--- src/rtl/mux_sel_arbiter.sv ---
// Two-requester arbiter feeding a single registered output stage.
// Grants alternate on ties and after MAX_BURST beats when the other side waits.
module mux_sel_arbiter #(
  parameter int WIDTH     = 2,
  parameter int MAX_BURST = 4
) (
  input  logic             clk,
  input  logic             rst,
  input  logic             a_valid,
  input  logic [WIDTH-1:0] a_data,
  output logic             a_ready,
  input  logic             b_valid,
  input  logic [WIDTH-1:0] b_data,
  output logic             b_ready,
  output logic             y_valid,
  output logic [WIDTH-1:0] y_data,
  input  logic             y_ready,
  output logic             sel
);

  typedef enum logic [1:0] {
    IDLE    = 2'd0,
    GRANT_A = 2'd1,
    GRANT_B = 2'd2
  } state_t;

  localparam logic [3:0] BURST_LAST = 4'(MAX_BURST - 1);

  state_t     state;
  state_t     state_nxt;
  logic [3:0] cnt;
  logic [3:0] cnt_nxt;
  logic       last_b;     // 1: B was the most recent grant
  logic       load;
  logic       xfer;
  logic       burst_done;

  assign load       = !y_valid || y_ready;
  assign xfer       = (a_valid && a_ready) || (b_valid && b_ready);
  assign burst_done = xfer && (cnt == BURST_LAST);

  // State register, beat counter, fairness flag and output stage.
  // NOTE: sequential state uses non-blocking assignments so every flop
  // samples the pre-edge values, independent of statement order.
  always_ff @(posedge clk) begin
    if (rst) begin
      state   <= IDLE;
      cnt     <= 4'd0;
      last_b  <= 1'b1;
      y_valid <= 1'b0;
      y_data  <= '0;
    end else begin
      state <= state_nxt;
      cnt   <= cnt_nxt;
      if (state_nxt == GRANT_A && state != GRANT_A) last_b <= 1'b0;
      if (state_nxt == GRANT_B && state != GRANT_B) last_b <= 1'b1;
      if (load) begin
        y_valid <= xfer;
        if (xfer) y_data <= (state == GRANT_B) ? b_data : a_data;
      end
    end
  end

  // Next-state: a dropped valid outranks the burst limit, which outranks staying.
  // NOTE: every combinational output gets a default first so no latch is inferred.
  always_comb begin
    state_nxt = state;
    case (state)
      IDLE: begin
        if (a_valid && b_valid) state_nxt = last_b ? GRANT_A : GRANT_B;
        else if (a_valid)       state_nxt = GRANT_A;
        else if (b_valid)       state_nxt = GRANT_B;
      end
      GRANT_A: begin
        if (!a_valid)                 state_nxt = b_valid ? GRANT_B : IDLE;
        else if (burst_done && b_valid) state_nxt = GRANT_B;
      end
      GRANT_B: begin
        if (!b_valid)                 state_nxt = a_valid ? GRANT_A : IDLE;
        else if (burst_done && a_valid) state_nxt = GRANT_A;
      end
      default: state_nxt = IDLE;
    endcase
  end

  // Beat counter restarts on any grant change or when a burst completes.
  always_comb begin
    cnt_nxt = cnt;
    if (state_nxt != state)  cnt_nxt = 4'd0;
    else if (burst_done)     cnt_nxt = 4'd0;
    else if (xfer)           cnt_nxt = cnt + 4'd1;
  end

  // Readies are forced low during reset so a beat offered then is dropped.
  always_comb begin
    sel     = (state == GRANT_B);
    a_ready = !rst && (state == GRANT_A) && load;
    b_ready = !rst && (state == GRANT_B) && load;
  end

endmodule

--- config.mk ---
export PLATFORM = sky130hd
export DESIGN_NAME = mux_sel_arbiter
export DESIGN_NICKNAME = d
export VERILOG_FILES = /design/src/rtl/mux_sel_arbiter.sv
export SDC_FILE = /design/constraint.sdc
export NUM_CORES = 1
export LEC_CHECK = 0
export ABC_CLOCK_PERIOD_IN_PS = 2150
export CAP_MARGIN = 20
export CORE_AREA = 3 3 40 42
export DETAILED_ROUTE_END_ITERATION = 7
export DIE_AREA = 0 0 43 45
export DONT_BUFFER_PORTS = 1
export PLACE_DENSITY = 0.7
export SYNTH_ARGS = -nofsm -noshare
export SYNTH_HDL_FRONTEND = slang
export SYNTH_SLANG_ARGS = --single-unit
--- constraint.sdc ---
create_clock -name clk -period 2.15 [get_ports clk]
set_input_delay 0.3225 -clock clk [delete_from_list [all_inputs] [get_ports clk]]
set_output_delay 0.3225 -clock clk [all_outputs]
set_load 0.005 [all_outputs]
==> summary.md <==
| Metric | Value |
|---|---|
| Area contributors post-synth | dfxtp_1 (33%), nand2_1 (7.4%), a221oi_2 (4.9%), a31oi_1 (4.1%), inv_1 (3.7%) |
| Share of cells above drive strength 1 | under 10% |
| Total Power | 0.427 mW |
| Final period demand of the worst path | about 1800 ps |
| Post-DP HPWL | between 900 and 1000 um |
| EDFF count, synth | 0 |
| # diodes | 0 |
| Clk_lat worst skew | 270 ps |
| Sw Share | 26.0% |
| Die width | roughly 43 um |
| Yosys reg bits | 10 |
| Synth top area share | 32.8% |
| Mapped Nets | 84 |
| Worst setup EP type | register |
| CTS tree | built |
| Area occupied by multi-input gates | approximately 360 um2 |
| Hold Crit Endpoint | y_valid |
| Largest net degree at the start of global routing | 12 |
| Gate count of the mapped netlist | 74 |
| Detail Route Antenna Nets | 0 |
| Kind of critical path | reg -> reg |
| TritonCTS buffer count | 3 |
| FF-to-FF setup slack | between 300 and 400 ps |
| 1st-iter DRT viols | 7 |
| Number of remaining DRC errors | 0 |
| Chip height | between 40 and 50 um |
| Ports | 15 |
| Final setup margin | 373 ps |
| Reg2reg end | cnt[2] |
| Setup Skew | 5.32 ps |
| Reg2Reg Depth | 5 |
| Syn_area_per_cell | 8.25 um2 |
| Max clock buf depth | 2 |
| Register area share after synthesis | 32.8% |
| Peak VDD IR | about 0.39 mV |
| Routed WL per cell | between 10 and 15 um |
| # Max-Cap Violations | 0 |
| Fin. max-slew vios | 0 |
| Number of global-route vias before repair | roughly 460 |
| Yosys top cell by area | dfxtp_1 |
| Total GRT Usage | between 10% and 20% |
| Final hold vios | 0 |
| First-pass detailed-route iteration total | 2 |
| Synth-to-Final Area Change | 5.12% |
| Core outline area | 1280 um2 |
| Switching pwr | ~0.11 mW |
| GRT overflow | 0 |
| Top FF cell, synth | dfxtp_1 |
| Postcts setup bufs | 0 |
| Run status | completed |
| Final setup violating endpoints | 0 |
| Worst Hold Slack | approximately 110 ps |
| Arr. time, crit path | about 1900 ps |
| First-pass GRT wire length | approximately 2000 um |
| Post-Place Cell Area | about 610 um2 |
| Port buffer count | 0 |
| RSZ-0062 raised after global routing | no |
| Root Buffer | clkbuf_4 |
| Initial antenna violation count | 0 |
| Fin Setup TNS | 0 ps |
| # rows | 13 |
| Die area | ~1900 um2 |
| Critical path fanouts, max | 4 |
| # clock sinks | 10 |
| Hold WC Path Type | in -> reg |
| Number of distinct library cells after synthesis | 32 |
| Peak Freq | around 560 MHz |
| LEAKAGE | 0.249 nW |
| Sequential share of power | between 40% and 50% |
| Drt via density | about 5.9 |
| Fin crit share | between 80% and 90% |
| RePlAce Congestion | about 0.77 |
| Async S/R FF share, synth | 0% |
| Internal power component | between 0.3 and 0.4 mW |
| Final #Nets | 86 |
| Actual slew at the worst max-slew pin | ~470 ps |
| Initial Util | between 40% and 50% |
| CTS clk-pin slew, worst paths | 70 ps |
| Register Area | about 200 um2 |
| Cells on Worst Hold Path | 1 |
| Hold_sp | rst |
| CP Launch Type | register |
| Data required, critical path | 2290 ps |
| Fill cells | around 130 |
| YS warnings | 0 |
| Cell area power density | ~660 nW/um2 |
| Reg-to-reg startpoint | cnt[0] |
| Mapped Area | 611 um2 |
| Clock share of power | approximately 41% |
| Setup WS pre-CTS | ~270 ps |
| Cell area after layout | around 640 um2 |
| H-tree depth | 1 |
| Combinational power share | ~11% |
| Vias | 530 |
| Slew headroom | between 60% and 70% |
| Drt total wl | between 1000 and 1500 um |
sequential cells by signal, indices dropped and copies added, names as in the netlist:
name,flops
cnt,4
state,2
y_data,2
last_b,1
y_valid,1
what timing repair did:
item,4_1_cts,5_1_grt
hold buffers,0,0
setup endpoints to repair,0,3
gates resized for setup,0,1
area by class of cell:
class / instances / share of cell area, %
clock buffers: 4 / 5.65
multi-input cells: 55 / 56.7
well taps: 15 / 2.92
flip-flops and latches: 10 / 31.2
inverters: 6 / 3.51
routing by layer:
metal,part of all wire (%),vias up,wire [um],global-route usage (%)
met4,0,0,0,1.81
met1,48,243,598,17.8
li1,-,276,-,-
met5,0,-,0,0
met3,6.5,0,80,7.97
met2,45,11,561,20.1
synth_stat cells, types with 2 or more instances:
| cell type | n |
|---|---|
| a211oi_1 | 2 |
| a21oi_1 | 2 |
| a221oi_2 | 2 |
| a311oi_1 | 2 |
| a31oi_1 | 4 |
| dfxtp_1 | 10 |
| inv_1 | 6 |
| mux2i_1 | 2 |
| nand2_1 | 12 |
| nand3_1 | 3 |
| nor2_1 | 4 |
| o21ai_0 | 4 |
| or3_1 | 2 |
cells in the final DEF, fill, tap and decap left out, types with 2 or more instances in the layout:
cell type and instances:
or3_1 2, dfxtp_1 10, a21oi_1 2, nand3_1 3, a31oi_1 4, a211oi_1 2
nand2_1 12, inv_1 6, clkbuf_4 3, o21ai_0 3, mux2i_1 2, a221oi_2 2
a311oi_1 2, nor2_1 4
worst max path at each step:
stage,start,endpoint,depth (start not counted)
2_1_floorplan,b_valid,cnt[3],5
3_3_place_gp,cnt[0],cnt[2],5
3_5_place_dp,cnt[0],cnt[2],5
4_1_cts,cnt[0],cnt[2],5
5_1_grt,cnt[0],cnt[2],5
6_report,cnt[0],cnt[2],5
logic make-up after synthesis:
group	after synthesis	synth area share, %
muxes	2	3.28
DFF	10	32.8
buffers and inverters	9	7.58
AOI/OAI and AO/OA	20	25.2
adders and majority gates	1	2.05
xor gates and xnor gates	1	1.43
and+or+nand+nor	31	27.7
power groups by stage:
stage          combinational, mW  sequential, mW  clock, mW
2_1_floorplan             0.0493           0.204          0
3_3_place_gp              0.0460           0.208          0
3_5_place_dp              0.0464           0.209          0
4_1_cts                   0.0466           0.204      0.179
5_1_grt                   0.0539           0.205      0.187
6_report                  0.0466           0.204      0.176
stage by stage:
stage / util, % / cells
after floorplan: - / 74
after CTS: 50.0 / 90
final: 50.0 / 90
after detailed placement: 47.1 / 86
after global routing: 50.0 / 90
after global placement: 47.1 / 86
worst max-delay path, cell delays in order (launching register included):
cell and delay [ps]:
dfxtp_1 380, ha_1 180, nor3b_1 420, a31oi_1 180
o21ai_1 350, a221oi_1 150
(Power assumes the default switching activity.)
